===== config.mk =====
export PLATFORM = sky130hd
export DESIGN_NAME = knapsack_fitness_eval_flat
export DESIGN_NICKNAME = d
export VERILOG_FILES = /design/src/rtl/fit_eval_pkg.sv /design/src/rtl/knapsack_fitness_eval_if.sv /design/src/rtl/knapsack_fitness_eval_cnt.sv /design/src/rtl/knapsack_fitness_eval.sv /design/src/flat_wrapper.sv
export SDC_FILE = /design/constraint.sdc
export NUM_CORES = 1
export LEC_CHECK = 0
export ABC_AREA = 1
export CORE_ASPECT_RATIO = 1.1
export CORE_UTILIZATION = 50
export CTS_BUF_LIST = sky130_fd_sc_hd__clkbuf_4 sky130_fd_sc_hd__clkbuf_8
export DETAILED_ROUTE_END_ITERATION = 8
export PLACE_DENSITY = 0.74
export SLEW_MARGIN = 20
export SYNTH_ARGS = -nofsm -noshare
export SYNTH_HDL_FRONTEND = slang
export SYNTH_HIERARCHICAL = 1
export SYNTH_SLANG_ARGS = --single-unit

===== constraint.sdc =====
create_clock -name clk_i -period 7.3 [get_ports clk_i]
set_clock_uncertainty 0.05 [all_clocks]
set_input_delay 1.46 -clock clk_i [delete_from_list [all_inputs] [get_ports clk_i]]
set_output_delay 1.46 -clock clk_i [all_outputs]
set_load 0.03 [all_outputs]

===== src/rtl/fit_eval_pkg.sv =====
// Shared types and default widths for the knapsack fitness evaluation stage.
package fit_eval_pkg;

  localparam int unsigned GENE_NUM_DEF = 16;
  localparam int unsigned IDX_W_DEF    = 4;
  localparam int unsigned VAL_W_DEF    = 8;
  localparam int unsigned WGT_W_DEF    = 8;
  localparam int unsigned SUM_W_DEF    = 12;

  typedef enum logic [1:0] {
    IDLE  = 2'd0,
    ISSUE = 2'd1,
    DRAIN = 2'd2,
    DONE  = 2'd3
  } state_t;

endpackage


===== src/rtl/knapsack_fitness_eval_if.sv =====
// Request, item-table and result signals of the fitness evaluation stage.
interface knapsack_fitness_eval_if
  import fit_eval_pkg::*;
#(
  parameter int unsigned GENE_NUM = GENE_NUM_DEF,
  parameter int unsigned IDX_W    = IDX_W_DEF,
  parameter int unsigned VAL_W    = VAL_W_DEF,
  parameter int unsigned WGT_W    = WGT_W_DEF,
  parameter int unsigned SUM_W    = SUM_W_DEF
);

  logic                start_i;
  logic                ready_o;
  logic [GENE_NUM-1:0] chrom_i;
  logic [SUM_W-1:0]    cap_i;
  logic                item_rd_o;
  logic [IDX_W-1:0]    item_addr_o;
  logic [VAL_W-1:0]    item_val_i;
  logic [WGT_W-1:0]    item_wgt_i;
  logic [SUM_W-1:0]    fitness_o;
  logic                overweight_o;
  logic [SUM_W-1:0]    weight_o;
  logic                fitness_vld_o;
  logic                fitness_rdy_i;

  modport master (
    output start_i, chrom_i, cap_i, item_val_i, item_wgt_i, fitness_rdy_i,
    input  ready_o, item_rd_o, item_addr_o, fitness_o, overweight_o, weight_o,
           fitness_vld_o
  );

  modport slave (
    input  start_i, chrom_i, cap_i, item_val_i, item_wgt_i, fitness_rdy_i,
    output ready_o, item_rd_o, item_addr_o, fitness_o, overweight_o, weight_o,
           fitness_vld_o
  );

endinterface


===== src/rtl/knapsack_fitness_eval_cnt.sv =====
// Team up-counter with synchronous clear (priority) and enable; active-low async reset.
module knapsack_fitness_eval_cnt #(
  parameter int unsigned CNT_WIDTH = 4
) (
  input  logic                 clk_i,
  input  logic                 rst_ni,
  input  logic                 en_i,
  input  logic                 clr_i,
  output logic [CNT_WIDTH-1:0] cnt_o
);

  always_ff @(posedge clk_i or negedge rst_ni) begin
    if (!rst_ni) begin
      cnt_o <= '0;
    end else if (clr_i) begin
      cnt_o <= '0;
    end else if (en_i) begin
      cnt_o <= cnt_o + CNT_WIDTH'(1);
    end
  end

endmodule


===== src/rtl/knapsack_fitness_eval.sv =====
// Knapsack fitness evaluation: walks the item table for one chromosome, sums
// value/weight of selected items and zeroes fitness when over capacity.
module knapsack_fitness_eval
  import fit_eval_pkg::*;
#(
  parameter int unsigned GENE_NUM = GENE_NUM_DEF,
  parameter int unsigned IDX_W    = IDX_W_DEF,
  parameter int unsigned VAL_W    = VAL_W_DEF,
  parameter int unsigned WGT_W    = WGT_W_DEF,
  parameter int unsigned SUM_W    = SUM_W_DEF
) (
  input logic                    clk_i,
  input logic                    rst_i,
  knapsack_fitness_eval_if.slave fit_bus
);

  state_t              state;
  state_t              state_nxt;
  logic [IDX_W-1:0]    idx;
  logic [IDX_W-1:0]    idx_d1;
  logic                rd_d1;
  logic [GENE_NUM-1:0] chrom_q;
  logic [SUM_W-1:0]    cap_q;
  logic [SUM_W-1:0]    val_acc;
  logic [SUM_W-1:0]    wgt_acc;
  logic [SUM_W-1:0]    fitness;
  logic [SUM_W-1:0]    weight;
  logic                overweight;
  logic                fitness_vld;
  logic                over_cap;
  logic                cnt_en;
  logic                cnt_clr;
  logic                rd;
  logic                accept;
  logic                load_res;
  logic                retire;

  knapsack_fitness_eval_cnt #(
    .CNT_WIDTH (IDX_W)
  ) u_gene_cnt (
    .clk_i  (clk_i),
    .rst_ni (~rst_i),
    .en_i   (cnt_en),
    .clr_i  (cnt_clr),
    .cnt_o  (idx)
  );

  always_ff @(posedge clk_i or posedge rst_i) begin
    if (rst_i) begin
      state <= IDLE;
    end else begin
      state <= state_nxt;
    end
  end

  // DONE spends its first cycle latching the result, since the last item only
  // lands in the accumulators on the edge that enters DONE.
  always_comb begin
    state_nxt = state;
    cnt_en    = 1'b0;
    cnt_clr   = 1'b0;
    rd        = 1'b0;
    accept    = 1'b0;
    load_res  = 1'b0;
    retire    = 1'b0;
    unique case (state)
      IDLE: begin
        if (fit_bus.start_i) begin
          accept    = 1'b1;
          cnt_clr   = 1'b1;
          state_nxt = ISSUE;
        end
      end
      ISSUE: begin
        rd     = 1'b1;
        cnt_en = 1'b1;
        if (idx == IDX_W'(GENE_NUM - 1)) begin
          state_nxt = DRAIN;
        end
      end
      DRAIN: begin
        state_nxt = DONE;
      end
      DONE: begin
        if (!fitness_vld) begin
          load_res = 1'b1;
        end else if (fit_bus.fitness_rdy_i) begin
          retire    = 1'b1;
          state_nxt = IDLE;
        end
      end
      default: begin
        state_nxt = IDLE;
      end
    endcase
  end

  assign over_cap = (wgt_acc > cap_q);

  always_ff @(posedge clk_i or posedge rst_i) begin
    if (rst_i) begin
      rd_d1       <= 1'b0;
      idx_d1      <= '0;
      chrom_q     <= '0;
      cap_q       <= '0;
      val_acc     <= '0;
      wgt_acc     <= '0;
      fitness     <= '0;
      weight      <= '0;
      overweight  <= 1'b0;
      fitness_vld <= 1'b0;
    end else begin
      rd_d1  <= rd;
      idx_d1 <= idx;
      if (accept) begin
        chrom_q <= fit_bus.chrom_i;
        cap_q   <= fit_bus.cap_i;
        val_acc <= '0;
        wgt_acc <= '0;
      end else if (rd_d1 && chrom_q[idx_d1]) begin
        val_acc <= val_acc + SUM_W'(fit_bus.item_val_i);
        wgt_acc <= wgt_acc + SUM_W'(fit_bus.item_wgt_i);
      end
      if (load_res) begin
        weight      <= wgt_acc;
        overweight  <= over_cap;
        fitness     <= over_cap ? '0 : val_acc;
        fitness_vld <= 1'b1;
      end else if (retire) begin
        fitness_vld <= 1'b0;
      end
    end
  end

  assign fit_bus.ready_o       = (state == IDLE);
  assign fit_bus.item_rd_o     = rd;
  assign fit_bus.item_addr_o   = idx;
  assign fit_bus.fitness_o     = fitness;
  assign fit_bus.weight_o      = weight;
  assign fit_bus.overweight_o  = overweight;
  assign fit_bus.fitness_vld_o = fitness_vld;

endmodule

===== src/flat_wrapper.sv =====
// flat-port wrapper written by rule: the top's interface ports become plain ports
module knapsack_fitness_eval_flat import fit_eval_pkg::*;
#(
  parameter int unsigned GENE_NUM = GENE_NUM_DEF,
  parameter int unsigned IDX_W    = IDX_W_DEF,
  parameter int unsigned VAL_W    = VAL_W_DEF,
  parameter int unsigned WGT_W    = WGT_W_DEF,
  parameter int unsigned SUM_W    = SUM_W_DEF
)
  (clk_i, rst_i, fit_bus_start_i, fit_bus_chrom_i, fit_bus_cap_i, fit_bus_item_val_i, fit_bus_item_wgt_i, fit_bus_fitness_rdy_i, fit_bus_ready_o, fit_bus_item_rd_o, fit_bus_item_addr_o, fit_bus_fitness_o, fit_bus_overweight_o, fit_bus_weight_o, fit_bus_fitness_vld_o);
  knapsack_fitness_eval_if #(.GENE_NUM(GENE_NUM), .IDX_W(IDX_W), .VAL_W(VAL_W), .WGT_W(WGT_W), .SUM_W(SUM_W)) fit_bus_i ();
  input logic clk_i;
  input logic rst_i;
  input wire logic [$bits(fit_bus_i.start_i)-1:0] fit_bus_start_i;
  input wire logic [$bits(fit_bus_i.chrom_i)-1:0] fit_bus_chrom_i;
  input wire logic [$bits(fit_bus_i.cap_i)-1:0] fit_bus_cap_i;
  input wire logic [$bits(fit_bus_i.item_val_i)-1:0] fit_bus_item_val_i;
  input wire logic [$bits(fit_bus_i.item_wgt_i)-1:0] fit_bus_item_wgt_i;
  input wire logic [$bits(fit_bus_i.fitness_rdy_i)-1:0] fit_bus_fitness_rdy_i;
  output wire logic [$bits(fit_bus_i.ready_o)-1:0] fit_bus_ready_o;
  output wire logic [$bits(fit_bus_i.item_rd_o)-1:0] fit_bus_item_rd_o;
  output wire logic [$bits(fit_bus_i.item_addr_o)-1:0] fit_bus_item_addr_o;
  output wire logic [$bits(fit_bus_i.fitness_o)-1:0] fit_bus_fitness_o;
  output wire logic [$bits(fit_bus_i.overweight_o)-1:0] fit_bus_overweight_o;
  output wire logic [$bits(fit_bus_i.weight_o)-1:0] fit_bus_weight_o;
  output wire logic [$bits(fit_bus_i.fitness_vld_o)-1:0] fit_bus_fitness_vld_o;
  assign fit_bus_i.start_i = fit_bus_start_i;
  assign fit_bus_i.chrom_i = fit_bus_chrom_i;
  assign fit_bus_i.cap_i = fit_bus_cap_i;
  assign fit_bus_i.item_val_i = fit_bus_item_val_i;
  assign fit_bus_i.item_wgt_i = fit_bus_item_wgt_i;
  assign fit_bus_i.fitness_rdy_i = fit_bus_fitness_rdy_i;
  assign fit_bus_ready_o = fit_bus_i.ready_o;
  assign fit_bus_item_rd_o = fit_bus_i.item_rd_o;
  assign fit_bus_item_addr_o = fit_bus_i.item_addr_o;
  assign fit_bus_fitness_o = fit_bus_i.fitness_o;
  assign fit_bus_overweight_o = fit_bus_i.overweight_o;
  assign fit_bus_weight_o = fit_bus_i.weight_o;
  assign fit_bus_fitness_vld_o = fit_bus_i.fitness_vld_o;
  knapsack_fitness_eval #(.GENE_NUM(GENE_NUM), .IDX_W(IDX_W), .VAL_W(VAL_W), .WGT_W(WGT_W), .SUM_W(SUM_W)) u_core (.clk_i(clk_i), .rst_i(rst_i), .fit_bus(fit_bus_i));
endmodule

== Word level (Yosys, flattened, before mapping) ==
Index checks and enable logic that the tools add are counted.

* Bits in registers: 89
* Input port bits: 48
* Logic and storage cells: 55

* Reductions and logical operators: 6
* $add $sub $neg: 3
* Muxes and demuxes: 24
* Equality and inequality tests: 8
* $lt $le $gt $ge: 2

{| class="wikitable"
|+ Operators with widths
! kind !! count
|-
| 12-bit 2-to-1 mux || 5
|-
| 12-bit by 8-bit adder with 12-bit output || 2
|-
| 12-bit > comparator || 1
|-
| 1-bit 2-to-1 mux || 11
|-
| 2-bit 2-to-1 mux || 4
|-
| 4-bit 2-to-1 mux || 2
|-
| 2-bit one-hot mux with 4 select lines || 1
|-
| 2-bit nonzero test || 3
|-
| 4-bit by 5-bit < comparator with 1-bit output, second input constant || 1
|-
| 4-bit by 1-bit adder with 4-bit output, second input constant || 1
|-
| 1-bit binary-select mux with 4-bit select || 1
|-
| 2-bit == test, second input constant || 2
|-
| 4-bit == test, second input constant || 1
|-
| 2-bit by 1-bit != test with 1-bit output, second input constant || 2
|-
| 2-bit != test, second input constant || 2
|-
| 4-bit AND reduction || 1
|-
| 2-bit by 1-bit == test with 1-bit output, second input constant || 1
|-
| 2-bit logical NOT || 1
|-
| 1-bit logical AND || 1
|}

== Longest topological paths before layout ==
Gate-level depths: netlist of run 1.

* Depth in word-level cells: 5
* Gate-level depth with buffers: 12

== By module ==
Netlist of run 1, hierarchy kept.

{| class="wikitable"
|+ By module, submodules not included
! module !! times used !! cells an instance !! area an instance (um2) !! seq. area each (um2)
|-
| knapsack_fitness_eval || 1 || 668 || 4,968.5 || 2,127.0
|-
| knapsack_fitness_eval_cnt || 1 || 24 || 201.4 || 100.1
|}

== Worst setup path after synthesis of run 1 ==
Ideal clock, no wire load.

* Path type: input -> register
* Start: input fit_bus_item_wgt_i[0]
* End: register u_core.wgt_acc[10]
* Stages: 11
* Setup slack: 4.430 ns
* Arrival time: 2.701 ns
* Cell sequence: ha_1 -> inv_1 -> fa_1 -> inv_1 -> nand3_1 -> nand3_1 -> nand2_1 -> a21oi_1 -> nand3_1 -> nand2_1 -> nor2_1

* Word-level cells in the longest chain between the ends: 3

{| class="wikitable"
|+ Ends and longest elaborated chain
! item !! line !! text
|-
| start, declared || flat_wrapper.sv:18 || <nowiki>input wire logic [$bits(fit_bus_i.item_wgt_i)-1:0] fit_bus_item_wgt_i;</nowiki>
|-
| 12-bit by 8-bit adder with 12-bit output || knapsack_fitness_eval.sv:122 || <nowiki>wgt_acc <= wgt_acc + SUM_W'(fit_bus.item_wgt_i);</nowiki>
|-
| 12-bit 2-to-1 mux || knapsack_fitness_eval.sv:120 || <nowiki>end else if (rd_d1 && chrom_q[idx_d1]) begin</nowiki>
|-
| 12-bit 2-to-1 mux || knapsack_fitness_eval.sv:115 || <nowiki>if (accept) begin</nowiki>
|-
| end signal, assigned || knapsack_fitness_eval.sv:122 ||
|-
| end, declared || knapsack_fitness_eval.sv:25 || <nowiki>logic [SUM_W-1:0] wgt_acc;</nowiki>
|}

Every way passes these cells. The select of a mux whose other input is x is not followed.
A chain may end at the register's enable or synchronous reset.

== Worst setup path in the final report of run 1 ==
* Start: register u_core.state[1]
* End: output fit_bus_item_rd_o

* Word-level cells in the longest chain between the ends: 2

{| class="wikitable"
|+ Ends and longest elaborated chain
! item !! line !! text
|-
| start, declared || knapsack_fitness_eval.sv:17 || <nowiki>state_t state;</nowiki>
|-
| start signal, assigned || knapsack_fitness_eval.sv:52 || <nowiki>state <= state_nxt;</nowiki>
|-
| 2-bit by 1-bit == test with 1-bit output || knapsack_fitness_eval.sv:66 || <nowiki>unique case (state)</nowiki>
|-
| 1-bit 2-to-1 mux || knapsack_fitness_eval.sv:66 ||
|-
| end, declared || flat_wrapper.sv:21 || <nowiki>output wire logic [$bits(fit_bus_i.item_rd_o)-1:0] fit_bus_item_rd_o;</nowiki>
|}

Every way passes these cells.

==> results of run 1 <==
==> routing by layer <==
metal	vias up	wire length, µm	track usage (%)	part of all wire (%)
met3	15	521	2.885	4.4
met4	0	185	10.23	1.5
met1	2193	5363	30.58	45
li1	2345	-	-	-
met5	-	0	0	0
met2	107	5866	41.96	49
==> worst max-delay path, stage by stage (launching register included) <==
cell             delay [ps]
dfrtp_1                 410
inv_1                   110
ha_1                    350
clkdlybuf4s50_1         740
==> cell usage in the layout, fill, tap and decap left out, types with 5 or more instances in the layout <==
master / netlist / final
nand2_1: 235 / 235
buf_4: 1 / 5
clkdlybuf4s50_1: 0 / 79
ha_1: 33 / 33
nand4_1: 30 / 30
xnor2_1: 6 / 6
nor2_1: 25 / 25
clkbuf_8: 0 / 12
a21oi_1: 15 / 15
inv_1: 98 / 97
o21ai_0: 38 / 38
nand3_1: 83 / 83
dfrtp_1: 89 / 89
==> cells by family after synthesis <==
group                      count (synthesis)  share of synthesized area (%)
adders and majority gates                 35                          8.761
and+or+nand+nor                          380                          31.56
AOI/OAI and AO/OA                         57                          5.711
buffers and inverters                    125                          9.874
DFF                                       89                          43.08
xor gates and xnor gates                   6                          1.016
==> power by group through the flow <==
stage / Combinational (W) / Clock [W] / Sequential [W]
after global placement: 0.00111 / 0 / 0.000834
after global routing: 0.00130 / 0.000392 / 0.000853
after floorplan: 0.000777 / 0 / 0.000884
final: 0.00115 / 0.000363 / 0.000830
after CTS: 0.00116 / 0.000375 / 0.000830
after detailed placement: 0.00115 / 0 / 0.000838
==> path summary, 6_finish.rpt <==
path	startpoint	to	slack, ps	cells past startpoint
max	u_core/state[1]	fit_bus_item_rd_o	3820	3
max reg2reg	u_core/state[0]	u_core/u_gene_cnt/cnt_o[3]	4870	10
min in group asynchronous	rst_i	u_core/val_acc[8]	1370	2
min reg2reg	u_core/fit_bus.fitness_o[3]	u_core/fit_bus.fitness_o[3]	430	2
min	u_core/fit_bus.fitness_o[3]	u_core/fit_bus.fitness_o[3]	430	2
max in group asynchronous	rst_i	u_core/wgt_acc[10]	4670	3
==> through the flow <==
stage	setup slack (ps)	hold WS, ps
after floorplan	3483	405.3
after global placement	3761	406.9
after detailed placement	3725	412.7
after CTS	3778	434.8
after global routing	3699	449.6
final	3816	430.4
==> registers in the layout, summed over array words and instances (netlist names), 2 cells and up <==
| register | cells |
|---|---|
| u_core/cap_q | 12 |
| u_core/chrom_q | 16 |
| u_core/fit_bus.fitness_o | 12 |
| u_core/fit_bus.weight_o | 12 |
| u_core/idx_d1 | 4 |
| u_core/state | 2 |
| u_core/u_gene_cnt/cnt_o | 4 |
| u_core/val_acc | 12 |
| u_core/wgt_acc | 12 |
==> cell type report <==
class | instances | area (µm²)
fillers | 905 | 3700
multi-input cells | 478 | 2432
flip-flops and latches | 89 | 2227
repair buffers | 84 | 828.3
inverters | 100 | 379.1
clock buffers | 13 | 172.7
well taps | 120 | 150.1
clock inverters | 3 | 47.55
==> results.json, run 1 <==
{
  "status": "finished, final reports clean",
  "rsz0062_at_grt": "false",
  "cts_resized": 0,
  "synth_common_cells": "nand2_1 (235), inv_1 (98), dfrtp_1 (89)",
  "yosysTopAreaCell": "dfrtp_1",
  "synth_edf_count": 0,
  "worstMarginPinSlew_ps": 816.0,
  "setup_viol": 0,
  "max-vdd-ir-drop_mv": 0.2042,
  "final_net_count": 845,
  "stdcell_area_um2": 6237,
  "initialDrtViolationCount": 204,
  "yosysMostFrequentCell": "nand2_1",
  "arrival_ps": 1970,
  "layout.cells.non_filler": 887,
  "totalWireLength_um": 11940,
  "period_needed_ps": 3484,
  "switching_share_pct": 45.17,
  "drc": 0,
  "place_hpwl_um": 8466,
  "htree_levels": 3,
  "power_density_nw_per_um2": 376.1,
  "synth-main-ff-cell": "dfrtp_1",
  "yosysWarnings": 6,
  "ys_ff_latch": 89,
  "io_buffers": 79,
  "p_comb_share_pct": 49.1,
  "postRouteAntennaNets": 0,
  "cts_made_buffers": 9,
  "setup-tns-final_ps": 0,
  "clkLatencyLatePin_ps": 360,
  "clock_sinks": 89,
  "start_kind": "flip-flop",
  "drtPass1Iterations": 5,
  "cts_tree": "done",
  "timing.fmax_mhz": 287.0,
  "relSlewSlack_pct": 45.60,
  "finalCritPeriodShare_pct": 47.72,
  "antenna_cells": 0,
  "rows": 38,
  "internal_power_w": 0.001286,
  "placed_area_um2": 6017,
  "p_sw_w": 0.001060,
  "fp.dieW_um": 98.96,
  "total_power_w": 0.002346,
  "cts_max_path_buffers": 2,
  "syn_nets": 775,
  "grt_pass1_vias": 4465,
  "core-area_um2": 9937,
  "ys_types": 26,
  "antenna_found_initial": 0,
  "crit_required_ps": 5790,
  "layout-drive-gt1-share_pct": 3.520,
  "postCtsSetupBuffers": 0,
  "criticalPathCategory": "reg -> out",
  "vias_per_cell": 5.254,
  "slew_violations": 0,
  "start_util_pct": 52.03,
  "maxCapViolations": 0,
  "utilization_pct": 62.77,
  "power.share.clock_pct": 15.5,
  "async_flop_share_pct": 100.0,
  "dp_cells": 871,
  "grt_usage_pct": 24.11,
  "die_h_um": 108.7,
  "ios": 80,
  "clk_pin_slew_ps": 90,
  "synth.top_cell.area_share_pct": 43.08,
  "seq_power_share_pct": 35.4,
  "die-area_um2": 10750,
  "hold_buffers": 0,
  "grt_overflow_total": 0,
  "grt_max_degree": 65,
  "grt_first_pass_wirelength_um": 20450,
  "crit_fanout": 8,
  "wl_per_cell_um": 13.46,
  "leakagePower_nw": 3.312,
  "synth_seq_area_share_pct": 43.08,
  "place_congestion": 0.8779,
  "vias": 4660,
  "netlist_area_um2": 5170,
  "syn_area_per_cell_um2": 7.471,
  "syn_inst": 692,
  "hp-class": "reg -> reg",
  "final-hold-violation-count": 0,
  "synth.area.top_cells": "dfrtp_1 (43%), nand2_1 (17%), nand3_1 (8.0%)",
  "cp-end-kind": "output pin",
  "cts-root-buf": "clkbuf_8",
  "syn_to_final_growth_pct": 20.64
}
Power figures use the tool's default switching activity.
==> inputs of run 2 (changes only) <==
--- a/config.mk
+++ b/config.mk
@@ -10,7 +10,7 @@
 export CORE_UTILIZATION = 50
 export CTS_BUF_LIST = sky130_fd_sc_hd__clkbuf_4 sky130_fd_sc_hd__clkbuf_8
 export DETAILED_ROUTE_END_ITERATION = 8
-export PLACE_DENSITY = 0.74
+export PLACE_DENSITY = 0.77
 export SLEW_MARGIN = 20
 export SYNTH_ARGS = -nofsm -noshare
 export SYNTH_HDL_FRONTEND = slang
==> constraint.sdc (replaced) <==
create_clock -name clk_i -period 3.2 [get_ports clk_i]
set_clock_uncertainty 0.05 [all_clocks]
set_input_delay 0.64 -clock clk_i [delete_from_list [all_inputs] [get_ports clk_i]]
set_output_delay 0.64 -clock clk_i [all_outputs]
set_load 0.03 [all_outputs]
==> results.json, run 2 (synthesis results as in run 1) <==
{
  "status": "finished, final reports clean",
  "crit_required_ps": 2510,
  "cts_resized": 0,
  "r2r_slack_ps": 930,
  "die_h_um": 108.7,
  "crit_fanout": 8,
  "whs_ps": 417.7,
  "final_cell_mix": "nand2_1 (235), inv_1 (97), dfrtp_1 (89)",
  "max-vdd-ir-drop_mv": 0.4417,
  "rows": 38,
  "arrival_ps": 1980,
  "place_hpwl_um": 8757,
  "timing.fmax_mhz": 375.1,
  "totalWireLength_um": 12050,
  "grt_overflow_total": 0,
  "fp.dieW_um": 98.96,
  "hold_buffers": 0,
  "clock_sinks": 89,
  "grt_pass1_vias": 4494,
  "vias": 4658,
  "cp-end-kind": "output pin",
  "ios": 80,
  "grt_max_degree": 69,
  "start_kind": "flip-flop",
  "slew_violations": 0,
  "stdcell_area_um2": 6243,
  "wl_per_cell_um": 13.55,
  "vias_per_cell": 5.240,
  "core-area_um2": 9937,
  "htree_levels": 3,
  "postCtsSetupBuffers": 0,
  "relSlewSlack_pct": 61.22,
  "antenna_cells": 0,
  "finalCritPeriodShare_pct": 83.32,
  "grt_usage_pct": 24.25,
  "drtPass1Iterations": 7,
  "place_congestion": 0.9556,
  "cts-root-buf": "clkbuf_8",
  "worstMarginPinSlew_ps": 581.1,
  "largest-register": "u_core/chrom_q",
  "start_util_pct": 52.03,
  "antenna_found_initial": 0,
  "leakagePower_nw": 3.313,
  "utilization_pct": 62.83,
  "cts_made_buffers": 9,
  "placed_area_um2": 6045,
  "clkLatencyLatePin_ps": 370,
  "hp-class": "reg -> reg",
  "drc": 0,
  "final_net_count": 847,
  "power_density_nw_per_um2": 851.0,
  "largest_register_ffs": 16,
  "maxCapViolations": 0,
  "setup-tns-final_ps": 0,
  "io_buffers": 79,
  "criticalPathCategory": "reg -> out",
  "postRouteAntennaNets": 0,
  "layout_commonest_cell": "nand2_1",
  "initialDrtViolationCount": 264,
  "syn_to_final_growth_pct": 20.76,
  "setup_viol": 0,
  "clk_pin_slew_ps": 90,
  "grt_first_pass_wirelength_um": 20580,
  "final-hold-violation-count": 0,
  "die-area_um2": 10750,
  "period_needed_ps": 2666,
  "rsz0062_at_grt": "false",
  "cts_tree": "done",
  "layout-drive-gt1-share_pct": 3.771,
  "cts_max_path_buffers": 2
}
==> run 2: cell count changes in the layout (fill, tap and decap cells not counted) <==
cell,change
buf_12,+1
clkbuf_4,-1
buf_4,+1
clkinvlp_4,+1
inv_6,+1
bufinv_16,-1
==> run 2: cell type report <==
cell class	count	area [µm²]
tap	120	150.1
timing repair buffer	86	855.8
multi-input combinational	478	2432
clock buffer	12	165.2
inverter	100	379.1
fill	876	3694
sequential	89	2227
clock inverter	4	33.78
==> run 2: where the power goes <==
part,internal (W),switching [W],total [W]
Combinational,0.000963,0.00174,0.00270
Clock,0.000352,0.000412,0.000763
Sequential,0.00155,0.000300,0.00185
Total,0.00286,0.00245,0.00531
==> run 2: metal layers <==
metal	vias up	share of wire, %	routed length [µm]	global-route usage (%)
met5	-	0	0	0
met4	0	1.9	232	8.635
met3	20	4.6	557	4.936
met2	124	48	5821	40.91
met1	2161	45	5438	31.12
li1	2353	-	-	-
==> run 2: per-stage QoR <==
step | total power, W | setup slack [ps] | std cells
5_1_grt | 0.005786 | 444.2 | 889
4_1_cts | 0.005351 | 518.6 | 889
6_report | 0.005313 | 533.7 | 889
2_1_floorplan | 0.003789 | 203.1 | 692
3_5_place_dp | 0.004569 | 464.5 | 873
3_3_place_gp | 0.004471 | 537.8 | 873
==> run 2: path summary, 6_finish.rpt <==
check / cells after the start / startpoint / to
max in group asynchronous: 3 / rst_i / u_core/wgt_acc[5]
min in group asynchronous: 2 / rst_i / u_core/fit_bus.fitness_o[5]
setup / recovery: 3 / u_core/state[1] / fit_bus_item_rd_o
hold reg to reg: 0 / u_core/u_gene_cnt/cnt_o[3] / u_core/idx_d1[3]
hold / removal: 0 / u_core/u_gene_cnt/cnt_o[3] / u_core/idx_d1[3]
setup reg to reg: 9 / u_core/state[0] / u_core/state[0]
==> run 2: critical path: stages (launching register included) <==
cell	delay [ps]
dfrtp_1	410
inv_1	110
ha_1	360
clkdlybuf4s50_1	740
==> inputs of run 3 (changes only) <==
--- a/config.mk
+++ b/config.mk
@@ -10,7 +10,7 @@
 export CORE_UTILIZATION = 50
 export CTS_BUF_LIST = sky130_fd_sc_hd__clkbuf_4 sky130_fd_sc_hd__clkbuf_8
 export DETAILED_ROUTE_END_ITERATION = 8
-export PLACE_DENSITY = 0.77
+export PLACE_DENSITY = 0.74
 export SLEW_MARGIN = 20
 export SYNTH_ARGS = -nofsm -noshare
 export SYNTH_HDL_FRONTEND = slang
==> constraint.sdc (replaced) <==
create_clock -name clk_i -period 2.75 [get_ports clk_i]
set_clock_uncertainty 0.05 [all_clocks]
set_input_delay 0.55 -clock clk_i [delete_from_list [all_inputs] [get_ports clk_i]]
set_output_delay 0.55 -clock clk_i [all_outputs]
set_load 0.03 [all_outputs]
==> results.json, run 3 (synthesis results as in run 1) <==
{
  "status": "finished, final reports clean",
  "cp_slowest_cell": "clkdlybuf4s50_1",
  "core-area_um2": 9937,
  "timing.fmax_mhz": 416.5,
  "grt_overflow_total": 0,
  "clkLatencyLatePin_ps": 360,
  "power_density_nw_per_um2": 991.5,
  "cpPeakStageDelay_ps": 700,
  "cts_tree": "done",
  "grt_first_pass_wirelength_um": 20920,
  "slew_violations": 0,
  "p_sw_w": 0.002891,
  "drtPass1Iterations": 5,
  "internal_power_w": 0.003323,
  "final_cell_mix": "nand2_1 (235), inv_1 (97), dfrtp_1 (89)",
  "setup_viol": 0,
  "cts_max_path_buffers": 2,
  "antenna_found_initial": 0,
  "hp-class": "reg -> reg",
  "largest-register": "u_core/chrom_q",
  "io_buffers": 79,
  "final-hold-violation-count": 0,
  "clk_pin_slew_ps": 90,
  "ios": 80,
  "postRouteAntennaNets": 0,
  "cts-root-buf": "clkbuf_8",
  "fillers": 896,
  "vias_per_cell": 5.198,
  "period_needed_ps": 2401,
  "criticalPathCategory": "reg -> out",
  "crit_fanout": 4,
  "rows": 38,
  "cts_resized": 0,
  "cp_cell_sequence": "inv_1, ha_1, clkdlybuf4s50_1",
  "drc": 0,
  "grt_usage_pct": 24.59,
  "dp_cells": 879,
  "grt_pass1_vias": 4556,
  "totalWireLength_um": 12250,
  "vias": 4652,
  "switching_share_pct": 46.52,
  "wl_per_cell_um": 13.69,
  "syn_to_final_growth_pct": 21.22,
  "die-area_um2": 10750,
  "arrival_ps": 1800,
  "clock_sinks": 89,
  "worstMarginPinSlew_ps": 574.0,
  "antenna_cells": 0,
  "hold_buffers": 0,
  "initialDrtViolationCount": 214,
  "start_util_pct": 52.03,
  "layout.cells.non_filler": 895,
  "start_kind": "flip-flop",
  "final_net_count": 853,
  "max-vdd-ir-drop_mv": 0.5057,
  "layout_commonest_cell": "nand2_1",
  "htree_levels": 3,
  "largest_register_ffs": 16,
  "setup-tns-final_ps": 0,
  "die_h_um": 108.7,
  "crit_required_ps": 2150,
  "finalCritPeriodShare_pct": 87.31,
  "maxCapViolations": 0,
  "grt_max_degree": 45,
  "cts_made_buffers": 9,
  "cp-end-kind": "output pin",
  "seq_power_share_pct": 35.3,
  "rsz0062_at_grt": "false",
  "leakagePower_nw": 3.330,
  "place_hpwl_um": 9053,
  "place_congestion": 0.9223,
  "power.share.clock_pct": 13.8,
  "layout-drive-gt1-share_pct": 4.516,
  "relSlewSlack_pct": 61.73,
  "fp.dieW_um": 98.96,
  "p_comb_share_pct": 50.9,
  "postCtsSetupBuffers": 0
}
## run 3: cell types whose count changed in the layout (fill, tap and decap cells not counted), sizes merged
cell      change
buf           +6
clkbuf        -2
clkinv        -1
clkinvlp      +1
inv           +2
## run 3: cell type report
type                            count  area [µm²]  share of cell area, %
Tap cell                          120       150.1                  2.396
Sequential cell                    89        2227                  35.54
Inverter                          100       381.6                  6.089
Timing Repair Buffer               92       888.4                  14.17
Multi-Input combinational cell    478        2432                  38.81
Clock buffer                       10       137.6                  2.196
Clock inverter                      6       50.05                 0.7986
## run 3: metal layers
metal	global-route usage [%]	up-vias	share of wire, %
li1	-	2353	-
met1	31.42	2184	45
met2	43.31	98	49
met3	2.756	17	4.5
met4	8.955	0	2.2
met5	0	-	0
## run 3: power by group through the flow
stage | clock (W) | sequential [W] | combinational [W]
final | 0.000858 | 0.00219 | 0.00316
after detailed placement | 0 | 0.00222 | 0.00315
after global placement | 0 | 0.00220 | 0.00306
after floorplan | 0 | 0.00235 | 0.00206
after global routing | 0.000935 | 0.00225 | 0.00357
after CTS | 0.000890 | 0.00219 | 0.00317
## run 3: final timing paths
kind / cells after the start / to / from / slack [ps]
worst max-delay path: 3 / fit_bus_ready_o / u_core/state[1] / 350
worst min-delay path: 2 / u_core/fit_bus.weight_o[2] / u_core/fit_bus.weight_o[2] / 430
worst max register to register: 8 / u_core/fit_bus.fitness_o[9] / u_core/wgt_acc[9] / 600
worst min register to register: 2 / u_core/fit_bus.weight_o[2] / u_core/fit_bus.weight_o[2] / 430
max in group asynchronous: 3 / u_core/fit_bus.weight_o[11] / rst_i / 1550
min in group asynchronous: 2 / u_core/fit_bus.fitness_vld_o / rst_i / 500
## run 3: critical path, delay by kind of cell, from the launching register on
family / cells / cell delay, ps
buffers and inverters: 2 / 810
flip-flops: 1 / 410
adder cells (fa/ha/maj): 1 / 230
## run 3: through the flow
stage               hold WS (ps)  total power (W)  setup slack, ps  utilization [%]  area, µm²
floorplan                  405.3         0.004409            745.8                -       5174
global placement           408.0         0.005258            192.7            61.18       6080
detailed placement         412.9         0.005370            147.6            61.18       6080
CTS                        434.1         0.006254            342.3            63.07       6267
global route               464.6         0.006760            277.8            63.07       6267
finish                     427.1         0.006214            348.9            63.07       6267
